===== src/rtl/counter_pkg.sv =====
// Shared constants for the parametrised up/down counter family:
// SATURATE mode selectors and encodings of the up (direction) input.
package counter_pkg;

  localparam int   CNT_WRAP = 0;
  localparam int   CNT_SAT  = 1;

  localparam logic DIR_UP   = 1'b1;
  localparam logic DIR_DOWN = 1'b0;

endpackage


===== src/rtl/updown_counter_next.sv =====
// Combinational next-state logic for updown_counter_param: load clamp,
// up/down step, end-of-range wrap or saturate, and the terminal-count flag.
module updown_counter_next
  import counter_pkg::*;
#(
  parameter int WIDTH    = 4,
  parameter int MAX_VAL  = 2**WIDTH-1,
  parameter int SATURATE = CNT_WRAP
) (
  input  logic [WIDTH-1:0] q,
  input  logic             up,
  input  logic             load,
  input  logic [WIDTH-1:0] load_val,
  output logic [WIDTH-1:0] next_q,
  output logic             wrap_evt,
  output logic             sat_evt,
  output logic             tc
);

  localparam logic [WIDTH-1:0] MAX_Q = WIDTH'(MAX_VAL);
  localparam logic [WIDTH-1:0] ONE   = {{(WIDTH-1){1'b0}}, 1'b1};

  logic at_top;
  logic at_bottom;

  assign at_top    = (q == MAX_Q);
  assign at_bottom = (q == '0);
  assign tc        = (up == DIR_UP) ? at_top : at_bottom;

  // next_q is what q becomes when the top lets this cycle through (load or en).
  always_comb begin
    next_q   = q;
    wrap_evt = 1'b0;
    sat_evt  = 1'b0;
    if (load) begin
      next_q = (load_val > MAX_Q) ? MAX_Q : load_val;
    end else if (up == DIR_UP) begin
      if (!at_top) begin
        next_q = q + ONE;
      end else if (SATURATE == CNT_SAT) begin
        sat_evt = 1'b1;
      end else begin
        next_q   = '0;
        wrap_evt = 1'b1;
      end
    end else begin
      if (!at_bottom) begin
        next_q = q - ONE;
      end else if (SATURATE == CNT_SAT) begin
        sat_evt = 1'b1;
      end else begin
        next_q   = MAX_Q;
        wrap_evt = 1'b1;
      end
    end
  end

endmodule


===== src/rtl/updown_counter_param.sv =====
// Parametrised synchronous up/down counter with load, wrap/saturate mode and
// registered wrap/sat status. Priority per edge: reset > load > en > hold.
module updown_counter_param
  import counter_pkg::*;
#(
  parameter int WIDTH     = 4,
  parameter int MAX_VAL   = 2**WIDTH-1,
  parameter int RESET_VAL = 0,
  parameter int SATURATE  = CNT_WRAP
) (
  input  logic             clk,
  input  logic             reset,
  input  logic             en,
  input  logic             up,
  input  logic             load,
  input  logic [WIDTH-1:0] load_val,
  output logic [WIDTH-1:0] q,
  output logic             tc,
  output logic             wrap,
  output logic             sat
);

  if (WIDTH < 2 || MAX_VAL < 1 || MAX_VAL > (2**WIDTH)-1 ||
      RESET_VAL < 0 || RESET_VAL > MAX_VAL) begin : g_bad_params
    $fatal(1, "updown_counter_param: illegal WIDTH/MAX_VAL/RESET_VAL combination");
  end

  localparam logic [WIDTH-1:0] RST_Q = WIDTH'(RESET_VAL);

  logic [WIDTH-1:0] next_q;
  logic             wrap_evt;
  logic             sat_evt;

  updown_counter_next #(
    .WIDTH    (WIDTH),
    .MAX_VAL  (MAX_VAL),
    .SATURATE (SATURATE)
  ) u_next (
    .q        (q),
    .up       (up),
    .load     (load),
    .load_val (load_val),
    .next_q   (next_q),
    .wrap_evt (wrap_evt),
    .sat_evt  (sat_evt),
    .tc       (tc)
  );

  // On hold cycles sat keeps its value so a parked saturated counter stays flagged.
  always_ff @(posedge clk) begin
    if (reset) begin
      q    <= RST_Q;
      wrap <= 1'b0;
      sat  <= 1'b0;
    end else if (load || en) begin
      q    <= next_q;
      wrap <= wrap_evt;
      sat  <= sat_evt;
    end else begin
      wrap <= 1'b0;
    end
  end

endmodule


===== config.mk =====
export PLATFORM = sky130hd
export DESIGN_NAME = updown_counter_param
export DESIGN_NICKNAME = d
export VERILOG_FILES = /design/src/rtl/counter_pkg.sv /design/src/rtl/updown_counter_next.sv /design/src/rtl/updown_counter_param.sv
export SDC_FILE = /design/constraint.sdc
export NUM_CORES = 1
export LEC_CHECK = 0
export BUFFER_PORTS_ARGS = -buffer_cell sky130_fd_sc_hd__clkbuf_2
export CAP_MARGIN = 40
export CELL_PAD_IN_SITES_DETAIL_PLACEMENT = 0
export CELL_PAD_IN_SITES_GLOBAL_PLACEMENT = 1
export CORE_MARGIN = 4
export CORE_UTILIZATION = 30
export CTS_CLUSTER_DIAMETER = 200
export DETAILED_ROUTE_END_ITERATION = 10
export PLACE_DENSITY_LB_ADDON = 0.12
export SLEW_MARGIN = 10
export SYNTH_ARGS = -nofsm -noshare
export SYNTH_HDL_FRONTEND = slang
export SYNTH_HIERARCHICAL = 1
export SYNTH_SLANG_ARGS = --single-unit
export TNS_END_PERCENT = 50

===== constraint.sdc =====
create_clock -name clk -period 3.3 [get_ports clk]
set_clock_uncertainty 0.05 [all_clocks]
set_input_delay 0 -clock clk [delete_from_list [all_inputs] [get_ports clk]]
set_output_delay 0 -clock clk [all_outputs]
set_load 0.005 [all_outputs]

==> results of run 1 <==
[registers in the layout, indices dropped and copies added, names as in the netlist]
| register | flops |
|---|---|
| wrap | 1 |
| sat | 1 |
| q | 4 |
[layout make-up]
cell class / count / area (um^2)
Multi-Input combinational cell: 43 / 294
Sequential cell: 6 / 120
Fill cell: 149 / 823
Inverter: 5 / 18.8
Tap cell: 15 / 18.8
Timing Repair Buffer: 16 / 85.1
Clock buffer: 3 / 22.5
[synthesized netlist by cell type]
cell      count
nand4_1       1
nand2_1       4
buf_6         2
dfxtp_1       6
a21o_1        1
xor2_1        1
o21ai_0       6
nor3b_1       2
o211ai_1      1
buf_2         1
or4_4         1
a41oi_2       1
o21ai_1       2
or3b_1        5
mux2i_1       1
o22ai_1       1
nor2_1        2
xnor2_1       1
buf_4         1
and2_1        1
conb_1        1
ha_1          2
inv_1         5
nor4b_1       1
a41o_1        1
a21oi_1       6
a31oi_1       1
[cells by family after synthesis]
logic type / share of synthesized area, %
AO/OA/AOI/OAI: 26.5
XOR/XNOR: 3.74
adder cells (fa/ha/maj): 5.35
buffers and inverters: 11.5
flip-flops: 25.7
multiplexers: 2.14
other: 0.801
AND/OR/NAND/NOR: 24.3
[worst max path at each step]
stage,from,to,cells past startpoint
2_1_floorplan,q[2]$_SDFFE_PP0P_,q[3]$_SDFFE_PP0P_,5
3_3_place_gp,q[2]$_SDFFE_PP0P_,q[3]$_SDFFE_PP0P_,5
3_5_place_dp,q[2]$_SDFFE_PP0P_,q[3]$_SDFFE_PP0P_,5
4_1_cts,q[2]$_SDFFE_PP0P_,q[3]$_SDFFE_PP0P_,5
5_1_grt,q[0]$_SDFFE_PP0P_,q[3]$_SDFFE_PP0P_,7
6_report,q[2]$_SDFFE_PP0P_,q[3]$_SDFFE_PP0P_,5
[per-layer routing]
metal | vias up | GRT usage (%)
met2 | 8 | 16.0
met5 | - | 0
met1 | 195 | 13.7
met4 | 0 | 6.63
met3 | 2 | 3.01
li1 | 239 | -
[per-stage QoR]
| step | worst slack (ps) | cell area, um^2 | util (%) | hold WS (ps) |
|---|---|---|---|---|
| 2_1_floorplan | 1780 | 468 | - | 19.1 |
| 3_3_place_gp | 1700 | 527 | 38.1 | 214 |
| 3_5_place_dp | 1680 | 527 | 38.1 | 212 |
| 4_1_cts | 1680 | 559 | 40.5 | 84.4 |
| 5_1_grt | 1500 | 559 | 40.5 | 116 |
| 6_report | 1690 | 559 | 40.5 | 85.5 |
[power by group through the flow]
| stage | logic, mW | registers, mW | clock network [mW] |
|---|---|---|---|
| 6_report | 0.0578 | 0.0873 | 0.0660 |
| 5_1_grt | 0.0659 | 0.0886 | 0.0741 |
| 4_1_cts | 0.0586 | 0.0873 | 0.0697 |
| 3_5_place_dp | 0.0573 | 0.0888 | 0 |
| 3_3_place_gp | 0.0581 | 0.0887 | 0 |
| 2_1_floorplan | 0.0412 | 0.0872 | 0 |
[what timing repair did]
action,in CTS,in global routing
setup endpoints to repair,0,0
hold buffers,1,0
endpoints found under the hold margin,6,0
[worst max-delay path: stages (launching register included)]
cell and delay, ps:
dfxtp_1 380, or4_4 560, a21o_1 180, a41oi_2 160, o21ai_1 80, a21oi_1 140
==> impl_results.md, run 1 <==
* Status: finished clean
* Number of gates resized after CTS at 0
* Nets at 86
* Post-Syn Instances at 58
* Most frequent cells in the layout: clkbuf_2, a21oi_1, o21ai_0, dfxtp_1
* Pwr Density at 377 nW/um^2
* Sink Count at 6
* Vias per inst at 5.05
* Hold Path Sink: q[0]$_SDFFE_PP0P_
* Critical Path RT at 3420 ps
* Die area at 2260 um^2
* Drt wl/cell at 11.6 um
* Worst Hold Launch: load_val[0]
* Dominant cells by area after synthesis: dfxtp_1, or3b_1, a21oi_1
* Cell variety after synth at 27
* Antenna violations before repair at 0
* R2R Path Start: q[2]$_SDFFE_PP0P_
* Final HPWL DP at 777 um
* Global-route wire length before repair at 1710 um
* Final hold viol count at 0
* Sw Share at 29.2%
* Reg2Reg Depth at 5
* Vias in the first global route at 411
* Clock Path Buffers at 2
* Pleak at 0.244 nW
* Met2 wire length at 477 um
* I/O Buffers at 15
* # DRC at 0
* Maximum fanout along the worst path at 8
* Max_cap viols at 0
* WHS Path Cells at 5
* Placed cells at 84
* Most common cell after layout, fill and taps aside: clkbuf_2
* Crit path time final at 1610 ps
* RR Endpoint: q[3]$_SDFFE_PP0P_
* Peak supply drop at 0.201 mV
* Seq/Total Area, Yosys at 25.7%
* Met1 wire length at 470 um
* Final Max Slew Viols at 0
* FF-to-FF setup slack at 1690 ps
* Die height at 47.5 um
* Final wirelength at 1020 um
* P_sw at 0.0617 mW
* Wire length on met3 at 64 um
* Area grow syn2layout at 19.5%
* Setup bufs post-CTS at 0
* Post-Syn Nets at 69
* CTS buffer count at 3
* Reg power frac at 41.3%
* CP Launch Type: flop
* Final worst path period share at 48.8%
* Final setup vio count at 0
* Pre-antenna DRT Iters at 4
* Crit. End Element: flop
* Int Power at 0.149 mW
* Initial Util at 33.8%
* RSZ-0062 raised after global routing: false
* Largest net degree at the start of global routing at 19
* Mean Syn Cell Area at 8.07 um^2
* Synth Warn # at 6
* Layout cells sized above 1 at 27.4%
* Max Freq at 621 MHz
* Synthesis-stage register bit count at 6
* Yosys top cell by area: dfxtp_1
* Worst min path class: in2reg
* DRT iter0 DRCs at 6
* FP Rows at 13
* Core Region at 1380 um^2
* Die width at 47.5 um
* Top-area cell type share of the netlist area at 25.7%
* Clk slew on worst S/H paths at 50 ps
* Grt ovf at 0
* Setup TNS at 0 ps
* CTS H-tree depth at 1
* Vias post-DR at 444
* Overall Global Routing Usage at 10.8%
* Total I/O pin count at 16
* Routability Congestion at 0.701
* Worst Path Arrival at 1730 ps
* Setup CP Type: reg2reg
* Non-Filler Instances at 88
* Top routing layer used: met4
* N_diodes at 0
* Combinational Power Share at 27.4%
* Mapped Area at 468 um^2
* Root Buffer: clkbuf_4
* Worst-Skew Late Latency at 240 ps
* Antenna viol nets, final at 0
* Clk pwr share at 31.3%
* Pwr Total at 0.211 mW
* CTS tree: done
(Power assumes the default switching activity.)
==> run 2, diff against run 1 <==
==> constraint.sdc (replaced) <==
create_clock -name clk -period 1.7 [get_ports clk]
set_clock_uncertainty 0.05 [all_clocks]
set_input_delay 0 -clock clk [delete_from_list [all_inputs] [get_ports clk]]
set_output_delay 0 -clock clk [all_outputs]
set_load 0.005 [all_outputs]
==> impl_results.md, run 2 (same netlist as run 1, synthesis figures left out) <==
* Status: finished clean
* GRT Max-Usage Layer: met2
* Clock Path Buffers at 2 (unchanged)
* Routability Congestion at 0.637 (-9.1%)
* Peak supply drop at 0.516 mV (+160%)
* Crit path cell chain: or4_4, a21o_1, a41oi_2, o21ai_1, a21oi_1
* WHS Path Cells at 5 (unchanged)
* R2R Path Start: q[1]$_SDFFE_PP0P_
* Die height at 47.5 um (unchanged)
* Sink Count at 6 (unchanged)
* CP Launch Type: flop
* Final HPWL DP at 814 um (+4.7%)
* Vias post-DR at 446 (+0.45%)
* Met1 Use GR at 14.0% (+0.26 points)
* Area grow syn2layout at 24.3%
* Final wirelength at 1050 um (+3.5%)
* Biggest regs: q x4, sat x1, wrap x1
* Hold Path Sink: q[0]$_SDFFE_PP0P_
* Critical path's slowest cell: or4_4
* Biggest register: q
* Fin util at 42.1% (+1.6 points)
* Met3 global-route usage at 4.51% (+1.5 points)
* FF-to-FF setup slack at 170 ps (-1520 ps)
* Core Region at 1380 um^2 (unchanged)
* Critical Path RT at 1820 ps (-1600 ps)
* Vias per inst at 4.96 (-1.8%)
* Die area at 2260 um^2 (unchanged)
* Final worst path period share at 90.0% (+41 points)
* Max FFs per register at 4 (unchanged)
* Worst Hold Launch: load_val[0]
* Root Buffer: clkbuf_4
* Final setup vio count at 0 (unchanged)
* Most frequent cells in the layout: clkbuf_2, a21oi_1, o21ai_0
* Final Max Slew Viols at 0 (unchanged)
* Grt ovf at 0 (unchanged)
* Slack of the critical path at 169 ps (-1520 ps)
* Reg power frac at 39.9% (-1.4 points)
* Pre-antenna DRT Iters at 4 (unchanged)
* Antenna violations before repair at 0 (unchanged)
* Largest net degree at the start of global routing at 19 (unchanged)
* Antenna viol nets, final at 0 (unchanged)
* CTS tree: done
* Filler instances at 159 (+6.7%)
* Crit path max-delay family: compound AO/OA/AOI/OAI gates
* Placed cells at 86 (+2.4%)
* Pwr Density at 719 nW/um^2 (+90%)
* Maximum fanout along the worst path at 6 (-2)
* Initial Util at 33.8% (unchanged)
* # DRC at 0 (unchanged)
* I/O Buffers at 15 (unchanged)
* Non-Filler Instances at 90 (+2.3%)
* Global-route wire length before repair at 1700 um (-0.82%)
* Max Freq at 653 MHz (+5.2%)
* Pleak at 0.257 nW (+5.3%)
* Setup bufs post-CTS at 0 (unchanged)
* Layout cells sized above 1 at 32.0% (+4.6 points)
* Int Power at 0.297 mW (+99%)
* FP Rows at 13 (unchanged)
* Worst path max stage delay at 530 ps (-30 ps)
* CTS H-tree depth at 1 (unchanged)
* Drt wl/cell at 11.7 um (+1.2%)
* Sw Share at 29.1% (-0.13 points)
* Crit path time final at 1530 ps (-79.2 ps)
* CTS buffer count at 3 (unchanged)
* Worst min path class: in2reg
* Worst-Skew Late Latency at 240 ps (about the same)
* DRT iter0 DRCs at 1 (-5)
* Setup CP Type: reg2reg
* N_diodes at 0 (unchanged)
* Final hold viol count at 0 (unchanged)
* Setup slack at placement at 68.1 ps (-1610 ps)
* Combinational Power Share at 29.7% (+2.3 points)
* Clk slew on worst S/H paths at 40 ps (about the same)
* Clk pwr share at 30.4% (-0.9 points)
* Most common cell after layout, fill and taps aside: clkbuf_2
* Worst path buffer plus inverter count at 0 (unchanged)
* Vias in the first global route at 398 (-3.2%)
* Reg2Reg Depth at 5 (unchanged)
* RR Endpoint: q[3]$_SDFFE_PP0P_
* Die width at 47.5 um (unchanged)
* Worst Path Arrival at 1650 ps (-80 ps)
* Crit. End Element: flop
* Total I/O pin count at 16 (unchanged)
* M2 GR Usage at 16.8% (+0.80 points)
* Pwr Total at 0.418 mW (+98%)
* Nets at 88 (+2.3%)
* Overall Global Routing Usage at 11.0% (+0.16 points)
* P_sw at 0.122 mW (+97%)
* Setup TNS at 0 ps (unchanged)
* Max_cap viols at 0 (unchanged)
* RSZ-0062 raised after global routing: false
==> run 2: changes by cell type in the layout (fill, tap and decap cells not counted) <==
cell,previous run,this run
nor4b_1,1,0
buf_4,0,2
dfxtp_1,6,5
dfxtp_2,0,1
nor4b_2,0,1
==> run 2: layout make-up <==
class,instances,area [um^2],area share [%]
multi-input cells,43,300,51.6
flip-flops and latches,6,121,20.9
repair buffers,18,100,17.2
clock buffers,3,22.5,3.87
inverters,5,18.8,3.23
well taps,15,18.8,3.23
==> run 2: how the worst max path moves through the flow <==
stage,startpoint,endpoint,slack [ps],cells past startpoint
after CTS,q[0]$_SDFFE_PP0P_,wrap$_SDFF_PP0_,60,6
after detailed placement,q[0]$_SDFFE_PP0P_,wrap$_SDFF_PP0_,70,6
after floorplan,q[2]$_SDFFE_PP0P_,q[3]$_SDFFE_PP0P_,180,5
after global routing,q[0]$_SDFFE_PP0P_,wrap$_SDFF_PP0_,100,6
after global placement,q[0]$_SDFFE_PP0P_,wrap$_SDFF_PP0_,60,6
final,q[1]$_SDFFE_PP0P_,q[3]$_SDFFE_PP0P_,170,5
==> run 2: power by group through the flow <==
stage               Sequential (mW)  Combinational [mW]  Clock (mW)
floorplan                     0.169              0.0799           0
CTS                           0.166               0.124       0.135
finish                        0.167               0.124       0.127
global placement              0.169               0.122           0
global route                  0.168               0.139       0.150
detailed placement            0.169               0.122           0
==> run 2: metrics by stage <==
stage	hold slack [ps]	instance area, um^2
floorplan	19.1	468
global placement	214	542
detailed placement	209	542
CTS	72.4	574
global route	91.2	582
finish	77.8	582
==> run 2: routing by layer <==
layer,share of wire [%],wire length [um]
met1,51,537
met2,44,467
met5,0,0
met3,4.6,49
met4,0,0
==> run 2: tightest hold or removal path, delay by kind of cell <==
family                 cells  cell delay (ps)
and+or+nand+nor            1               40
AOI/OAI and AO/OA          3              190
buffers and inverters      1               80
==> run 2: repair_timing <==
| action | CTS | global route |
|---|---|---|
| endpoints found under the setup margin | 0 | 3 |
| hold buffers | 1 | 0 |
| resized for setup | 0 | 2 |
| endpoints found under the hold margin | 6 | 0 |
